===== config.mk =====
export PLATFORM = sky130hd
export DESIGN_NAME = hms_counter
export DESIGN_NICKNAME = d
export VERILOG_FILES = /design/src/rtl/hms_pkg.sv /design/src/rtl/bcd2_counter.sv /design/src/rtl/hms_counter.sv
export SDC_FILE = /design/constraint.sdc
export NUM_CORES = 1
export LEC_CHECK = 0
export BUFFER_PORTS_ARGS = -buffer_cell sky130_fd_sc_hd__clkbuf_2
export CORE_MARGIN = 3
export CORE_UTILIZATION = 47
export CTS_CLUSTER_DIAMETER = 50
export DETAILED_ROUTE_END_ITERATION = 8
export PLACE_DENSITY = 0.76
export SLEW_MARGIN = 25
export SYNTH_ARGS = -nofsm -noshare
export SYNTH_HDL_FRONTEND = slang
export SYNTH_SLANG_ARGS = --single-unit

===== constraint.sdc =====
create_clock -name clk -period 2.2 [get_ports clk]
set_clock_uncertainty 0.05 [all_clocks]
set_input_delay 0.33 -clock clk [delete_from_list [all_inputs] [get_ports clk]]
set_output_delay 0.33 -clock clk [all_outputs]
set_load 0.01 [all_outputs]

===== src/rtl/hms_pkg.sv =====
// Shared definitions for the hours/minutes/seconds counter.
//   state_t          : RUN/STOP state encoding
//   BCD_MAX_59       : last value of a minutes or seconds field (packed BCD)
//   BCD_DIGIT_MAX    : largest legal value of a single BCD digit
//   HOUR_MAX_DEFAULT : default last hour before the wrap to 00 (24 h mode)
//   to_bcd2()        : binary 0..99 to two packed BCD digits
//   bcd2_valid()     : both digits legal and the value no larger than a limit
package hms_pkg;

  typedef enum logic {
    ST_STOP = 1'b0,
    ST_RUN  = 1'b1
  } state_t;

  localparam logic [7:0] BCD_MAX_59       = 8'h59;
  localparam logic [7:0] BCD_DIGIT_MAX    = 8'h09;
  localparam int         HOUR_MAX_DEFAULT = 23;

  function automatic logic [7:0] to_bcd2(input int unsigned v);
    return {4'(v / 10), 4'(v % 10)};
  endfunction

  // With both digits legal, packed BCD orders the same as the numbers it
  // encodes, so the limit check is a plain unsigned compare.
  function automatic logic bcd2_valid(input logic [7:0] v, input logic [7:0] lim);
    return (v[7:4] <= BCD_DIGIT_MAX[3:0]) &&
           (v[3:0] <= BCD_DIGIT_MAX[3:0]) &&
           (v <= lim);
  endfunction

endpackage


===== src/rtl/bcd2_counter.sv =====
// Two-digit packed-BCD counter 00..MAX with synchronous load.
//   clk, rst  : clock, asynchronous active-high reset (value -> 00)
//   inc       : advance by one this edge (ignored while load is high)
//   load      : overwrite the value with load_val this edge
//   load_val  : preset value, two packed BCD digits
//   val       : current value, two packed BCD digits
//   wrap      : combinational, high when inc would take MAX back to 00;
//               doubles as the carry into the next field
module bcd2_counter
  import hms_pkg::*;
#(
  parameter logic [7:0] MAX = BCD_MAX_59
) (
  input  logic       clk,
  input  logic       rst,
  input  logic       inc,
  input  logic       load,
  input  logic [7:0] load_val,
  output logic [7:0] val,
  output logic       wrap
);

  logic [7:0] val_inc;

  assign wrap = inc && (val == MAX);

  // Ones digit rolls 9 -> 0 with a carry into the tens digit.
  always_comb begin
    val_inc = val;
    if (val[3:0] == BCD_DIGIT_MAX[3:0]) begin
      val_inc = {val[7:4] + 4'd1, 4'd0};
    end else begin
      val_inc = {val[7:4], val[3:0] + 4'd1};
    end
  end

  always_ff @(posedge clk or posedge rst) begin
    if (rst) begin
      val <= 8'h00;
    end else if (load) begin
      val <= load_val;
    end else if (inc) begin
      val <= wrap ? 8'h00 : val_inc;
    end
  end

endmodule


===== src/rtl/hms_counter.sv =====
// Time-of-day counter hh:mm:ss in packed BCD, advanced by tick pulses.
//   clk, rst           : clock, asynchronous active-high reset
//   tick               : one-cycle pulse from the upstream second stage
//   start_stop         : one-cycle command toggling RUN/STOP
//   load               : one-cycle command to preset the time
//   load_hh/mm/ss      : preset value, two packed BCD digits each
//   hh, mm, ss         : current time, two packed BCD digits each
//   running            : high while in RUN
//   min_pulse          : one cycle, aligned with ss showing the 59 -> 00 wrap
//   day_pulse          : one cycle, aligned with the HOUR_MAX:59:59 -> 00:00:00 wrap
//   load_err           : one cycle, after a load with an illegal preset
module hms_counter
  import hms_pkg::*;
#(
  parameter int HOUR_MAX = HOUR_MAX_DEFAULT,
  parameter int TICK_DIV = 1
) (
  input  logic       clk,
  input  logic       rst,
  input  logic       tick,
  input  logic       start_stop,
  input  logic       load,
  input  logic [7:0] load_hh,
  input  logic [7:0] load_mm,
  input  logic [7:0] load_ss,
  output logic [7:0] hh,
  output logic [7:0] mm,
  output logic [7:0] ss,
  output logic       running,
  output logic       min_pulse,
  output logic       day_pulse,
  output logic       load_err
);

  localparam logic [7:0] HH_MAX   = to_bcd2(HOUR_MAX);
  localparam logic [3:0] PRE_LAST = 4'(TICK_DIV - 1);

  state_t     state_q, state_d;
  logic [3:0] presc_q;
  logic       load_ok, load_apply;
  logic       tick_en, advance;
  logic       ss_wrap, mm_wrap, hh_wrap;

  always_ff @(posedge clk or posedge rst) begin
    if (rst) state_q <= ST_STOP;
    else     state_q <= state_d;
  end

  always_comb begin
    state_d = state_q;
    if (start_stop) begin
      state_d = (state_q == ST_RUN) ? ST_STOP : ST_RUN;
    end
  end

  assign running = (state_q == ST_RUN);

  assign load_ok    = bcd2_valid(load_hh, HH_MAX) &&
                      bcd2_valid(load_mm, BCD_MAX_59) &&
                      bcd2_valid(load_ss, BCD_MAX_59);
  assign load_apply = load && load_ok;

  // Any load (accepted or not) swallows a coincident tick. State is
  // registered, so a tick arriving with start_stop in RUN still counts.
  assign tick_en = running && tick && !load;
  assign advance = tick_en && (presc_q == PRE_LAST);

  always_ff @(posedge clk or posedge rst) begin
    if (rst) begin
      presc_q <= 4'd0;
    end else if (load_apply) begin
      presc_q <= 4'd0;
    end else if (tick_en) begin
      presc_q <= advance ? 4'd0 : presc_q + 4'd1;
    end
  end

  // Carry chain: each field's wrap is the next field's increment.
  bcd2_counter #(.MAX(BCD_MAX_59)) u_ss (
    .clk(clk), .rst(rst), .inc(advance), .load(load_apply),
    .load_val(load_ss), .val(ss), .wrap(ss_wrap)
  );

  bcd2_counter #(.MAX(BCD_MAX_59)) u_mm (
    .clk(clk), .rst(rst), .inc(ss_wrap), .load(load_apply),
    .load_val(load_mm), .val(mm), .wrap(mm_wrap)
  );

  bcd2_counter #(.MAX(HH_MAX)) u_hh (
    .clk(clk), .rst(rst), .inc(mm_wrap), .load(load_apply),
    .load_val(load_hh), .val(hh), .wrap(hh_wrap)
  );

  always_ff @(posedge clk or posedge rst) begin
    if (rst) begin
      min_pulse <= 1'b0;
      day_pulse <= 1'b0;
      load_err  <= 1'b0;
    end else begin
      min_pulse <= ss_wrap;
      day_pulse <= hh_wrap;
      load_err  <= load && !load_ok;
    end
  end

endmodule


==> flow_summary.ini, run 1 <==
[outcome]
run_status = complete, no violations

[power]
p_leak_nw = 1.25
p_seq_share_pct = 45.3
p_int_w = 0.00120
p_per_area_mw_per_mm2 = 705
clock_power_share_pct = 25.8
switching_share_pct = 32.5
pwr-share-comb_pct = 28.8
ir_worst_vdd_uv = 489
power.switching_w = 0.000578

[yosys]
synth_edf_count = 0
ys_ff_latch = 32
async_flop_share_pct = 100
ys_seq_area_share_pct = 40.1
synth_top_area_share_pct = 40.1
syn_nets = 264
syn_inst = 221
avgSynthCellArea_sq_um = 9.03
yosysTopAreaCell = dfrtp_1
yosys.cell_types.count = 50
synth_ff_type = dfrtp_1
netlist_top_cells_area = dfrtp_1 40%, ha_1 8.8%, o21ai_0 4.5%
netlist_area_sq_mm = 0.00200
yosysWarnings = 0

[drt]
via_per_inst = 5.44
drt-wirelength-per-cell_um = 13.9
wirelength_um = 4780
dr.pass1.iters = 4
vias = 1871
route.detailed.drc = 0
ant_nets = 0
drt_iter0_drc = 171

[min_path]
min_path_type = in2async

[critical_path]
crit_arrival_ps = 2260
cp_slowest_cell = or4_1
crit_required_ps = 2360
startpoint_type = flip-flop
path_cells = inv_1, ha_1, nor3b_4, nand4_4, or2_4, or4_1, a21oi_2
cpPeakStageDelay_ps = 520
criticalPathCategory = reg2reg
crit_fanout = 6
endpoint_kind = flip-flop

[timing]
setup_viol = 0
finalHoldViolCount = 0
period_minus_slack_ps = 2100
relSlewSlack_pct = 73.4
post-route-period-util_pct = 95.6
worst_pin_slew_ps = 399
report.final.slew_viol_count = 0
fin_ws_ps = 95.9
max_freq_ghz = 0.475
timing.hold.ws_ps = 45.0

[clocking]
cts.clk_slew.worst_paths_ps = 70
cts_max_level = 2
clk_latency_ps = 280
root_buffer = clkbuf_8
cts_inserted_buffers = 5
clock-sinks = 32
clockBufferDepth = 2
cts_tree = built
ctsHoldBuffers = 0

[floorplanning]
die_h_um = 71.2
die_area_sq_mm = 0.00506
initial_utilization_pct = 49.2
core_region_area_sq_mm = 0.00406
io_pins = 57
die_x_um = 71.2
rows = 23

[layout]
syn_to_final_growth_pct = 26.2
drive_gt1_share_pct = 33.0
final_nets = 336
antennaDiodeCount = 0
fin_util_pct = 62.1
multi_input_area_sq_mm = 0.00110
regArea_sq_um = 802
layout.cells.non_filler = 344
fill_cells = 365

[global_routing]
grt_pass1_vias = 1739
grt_usage_pct = 20.4
grt_max_degree = 33
grt_pass1_wl_um = 8190
antenna_found_initial = 0
grt_overflow_total = 0

[run]
cap_violations = 0

[place]
gp_congestion = 0.822
io_buffer_count = 56
hpwl_um = 3720
pre_cts_ws_ps = 115
place_inst = 333
-- area by class of cell --
class / instances / area share (%)
clock inverter: 2 / 0.397
inverter: 13 / 1.94
timing repair buffer: 73 / 16.2
tap: 50 / 2.48
clock buffer: 6 / 3.28
sequential: 32 / 31.8
multi-input combinational: 168 / 43.9
-- metrics by stage --
| step | TNS (ps) | total power, W | cell area, sq um |
|---|---|---|---|
| 2_1_floorplan | 0 | 0.00110 | 2000 |
| 6_report | 0 | 0.00177 | 2520 |
| 4_1_cts | 0 | 0.00177 | 2480 |
| 5_1_grt | -12.6 | 0.00192 | 2520 |
| 3_5_place_dp | 0 | 0.00130 | 2390 |
| 3_3_place_gp | 0 | 0.00128 | 2390 |
-- power groups by stage --
stage / logic (W) / registers [W] / clock network (W)
after detailed placement: 0.000491 / 0.000810 / 0
after global placement: 0.000474 / 0.000810 / 0
after CTS: 0.000490 / 0.000803 / 0.000477
after floorplan: 0.000266 / 0.000837 / 0
after global routing: 0.000586 / 0.000826 / 0.000506
final: 0.000512 / 0.000804 / 0.000459
-- cells by family after synthesis --
family                   share of synthesized area (%)
adder cells (fa/ha/maj)                           8.78
buffers and inverters                             5.52
AO/OA/AOI/OAI                                     16.2
XOR/XNOR                                         0.878
flip-flops                                        40.1
AND/OR/NAND/NOR                                   27.5
multiplexers                                      1.00
-- state kept, by name, indices dropped and copies added (netlist names) --
register / count
u_mm.val: 8
min_pulse: 1
load_err: 1
day_pulse: 1
u_hh.val: 8
u_ss.val: 8
running: 1
presc_q: 4
-- path summary, 6_finish.rpt --
path / start / endpoint / slack [ps] / cells after the start
worst min-delay path: rst / u_ss.val[0]$_DFFE_PP0P_ / 50 / 3
min in group clk: start_stop / running$_DFFE_PP0P_ / 170 / 2
worst max register to register: presc_q[1]$_DFFE_PP0P_ / u_mm.val[7]$_DFFE_PP0P_ / 100 / 7
worst max-delay path: presc_q[1]$_DFFE_PP0P_ / u_mm.val[7]$_DFFE_PP0P_ / 100 / 7
worst min register to register: running$_DFFE_PP0P_ / running$_DFFE_PP0P_ / 450 / 1
max in group asynchronous: rst / u_ss.val[4]$_DFFE_PP0P_ / 1750 / 3
-- Yosys cell counts, types with 3 or more instances --
master    instances
nand2_1          24
nand3_1          10
nand4_1           4
a31oi_1           4
and3b_1           4
nor3_1           13
a211oi_1          4
dfrtp_1          32
nor4_1            3
nor2_1           18
a21oi_1          13
buf_2             3
ha_1             14
inv_1            12
o21ai_0          18
-- metal layers --
metal / GRT usage (%) / wire (um)
met3: 5.82 / 352
met2: 30.6 / 2220
met5: 0 / 0
met1: 28.4 / 2150
met4: 6.89 / 51
-- critical path: cells and delay by family, from the launching register on --
kind	cells	cell delay [ps]
AOI/OAI and AO/OA	1	150
and+or+nand+nor	4	1220
buffers and inverters	1	80
DFF	1	400
adders and majority gates	1	140
-- repair_timing --
action,4_1_cts,5_1_grt
setup endpoints to repair,0,3
buffers inserted,0,3
resized for setup,0,4
-- cells in the final DEF, fill, tap and decap left out, types with 6 or more instances in the layout --
cell type  instances
clkbuf_2          56
inv_1             12
nor2_1            18
buf_4             17
o21ai_0           18
a21oi_1           11
ha_1              14
dfrtp_1           31
nand2_1           24
nor3_1            13
nand3_1           10
clkbuf_8           6
Note: power is estimated with default switching activity, not from simulation.
==> run 2, diff against run 1 <==
- CELL_PAD_IN_SITES_DETAIL_PLACEMENT: default -> 0
- CELL_PAD_IN_SITES_GLOBAL_PLACEMENT: default -> 1
- CORE_UTILIZATION: 47 -> 35
- PLACE_DENSITY: 0.76 -> default
- PLACE_DENSITY_LB_ADDON: default -> 0.1
==> run 2 against run 1 <==
Effect of this change: combinational power rose by 5.1%; register-to-register slack got worse by 40 ps; die area rose by 31%; wire length up 8.6%; sequential power is essentially flat; critical path depth is 1 higher; largest power group unchanged; cell area grew 2.3%; maximum frequency decreased by 2.0%; critical endpoint is now u_hh.val[6]$_DFFE_PP0P_.
==> flow_summary.ini, run 2 (synthesis results as in run 1) <==
[clocking]
cts.clk_slew.worst_paths_ps = 70
clk_latency_ps = 280
cts_inserted_buffers = 5
cts_max_level = 2
ctsHoldBuffers = 0
clock-sinks = 32
root_buffer = clkbuf_8
clockBufferDepth = 2
cts_tree = built

[place]
io_buffer_count = 56
gp_congestion = 0.795
hpwl_um = 3960

[drt]
wirelength_um = 5190
dr.pass1.iters = 4
vias = 1855
drt_iter0_drc = 35
drt-wirelength-per-cell_um = 14.1
route.detailed.drc = 0
via_per_inst = 5.05
ant_nets = 0

[power]
ir_worst_vdd_uv = 444
p_leak_nw = 1.28
p_per_area_mw_per_mm2 = 706

[critical_path]
path_cells = inv_1, ha_1, nor3b_4, nand4_1, inv_2, nand2_4, or4b_4, a21oi_2
startpoint_type = flip-flop
crit_arrival_ps = 2310
crit_fanout = 4
crit_required_ps = 2360
cpPeakStageDelay_ps = 510
endpoint_kind = flip-flop
criticalPathCategory = reg2reg
cp_slowest_cell = or4b_4
r2r_slack_ps = 50

[layout]
final_nets = 339
syn_to_final_growth_pct = 29.2
top_regs = u_hh.val (8), u_mm.val (8), u_ss.val (8)
antennaDiodeCount = 0
regArea_sq_um = 801
multi_input_area_sq_mm = 0.00111
final_common_cell = clkbuf_2
fill_cells = 528
drive_gt1_share_pct = 32.7
fin_util_pct = 48.6
mostFrequentLayoutCells = 56 x clkbuf_2, 32 x dfrtp_1, 24 x nand2_1, 19 x buf_4

[global_routing]
grt_pass1_vias = 1719
grt_overflow_total = 0
grt_util_met2_pct = 26.9
top_usage_layer = met2
antenna_found_initial = 0
grt_use_met1_pct = 21.8
grt_max_degree = 33
use_met3_pct = 3.62
grt_pass1_wl_um = 8250
grt_usage_pct = 16.5

[timing]
max_freq_ghz = 0.466
rsz0062_at_grt = yes
period_minus_slack_ps = 2150
worst_pin_slew_ps = 417
setup_viol = 0
post-route-period-util_pct = 97.6
report.final.slew_viol_count = 0
finalHoldViolCount = 0
setup_tns_ps = 0
relSlewSlack_pct = 72.2

[outcome]
run_status = complete, no violations

[floorplanning]
rows = 26
core_region_area_sq_mm = 0.00530
io_pins = 57
die_x_um = 81.5
initial_utilization_pct = 37.6
die_area_sq_mm = 0.00664
die_h_um = 81.5

[run]
cap_violations = 0

[min_path]
min_path_type = in2async
[run 2: timing repair]
action,4_1_cts,5_1_grt
gates resized for setup,0,4
pin swaps,1,4
setup endpoints to repair,1,4
buffers inserted,0,8
[run 2: per-layer routing]
layer  wire length (um)  part of all wire (%)  up-vias
li1                   -                     -      952
met1               2450                    47      855
met2               2410                    46       41
met3                272                   5.2        7
met4                 63                   1.2        0
met5                  0                     0        -
[run 2: area by class of cell]
type                            instances  share of cell area [%]
Inverter                               13                    1.89
Sequential cell                        32                    31.1
Timing Repair Buffer                   76                    17.2
Multi-Input combinational cell        168                    43.0
Tap cell                               70                    3.40
Clock buffer                            8                    3.50
[run 2: worst max-delay path: cells and delay by family, from the launching register on]
| family | cells | cell delay (ps) |
|---|---|---|
| AND/OR/NAND/NOR | 4 | 1140 |
| AO/OA/AOI/OAI | 1 | 120 |
| adder cells (fa/ha/maj) | 1 | 140 |
| buffers and inverters | 2 | 210 |
| flip-flops | 1 | 410 |
[run 2: worst paths after layout]
path / start / endpoint / cells after the start
max in group asynchronous: rst / presc_q[1]$_DFFE_PP0P_ / 3
min in group clk: start_stop / running$_DFFE_PP0P_ / 2
min: rst / u_mm.val[6]$_DFFE_PP0P_ / 3
max: presc_q[0]$_DFFE_PP0P_ / u_hh.val[6]$_DFFE_PP0P_ / 8
max reg2reg: presc_q[0]$_DFFE_PP0P_ / u_hh.val[6]$_DFFE_PP0P_ / 8
min reg2reg: running$_DFFE_PP0P_ / running$_DFFE_PP0P_ / 1
[run 2: report_power, final]
part           total (W)  internal (W)  switching [W]
clock network   0.000474      0.000255       0.000219
registers       0.000807      0.000691       0.000117
logic           0.000538      0.000272       0.000266
total            0.00182       0.00122       0.000601
[run 2: metrics by stage]
stage | setup slack, ps | hold WS, ps | total power, W | area [sq um] | std cells
after floorplan | 135 | 367 | 0.00110 | 2000 | 221
after global placement | 142 | 380 | 0.00129 | 2410 | 351
after detailed placement | 10.7 | 382 | 0.00130 | 2410 | 351
after CTS | 7.30 | 74.2 | 0.00178 | 2500 | 359
after global routing | -46.1 | 93.1 | 0.00195 | 2580 | 367
final | 53.2 | 58.4 | 0.00182 | 2580 | 367
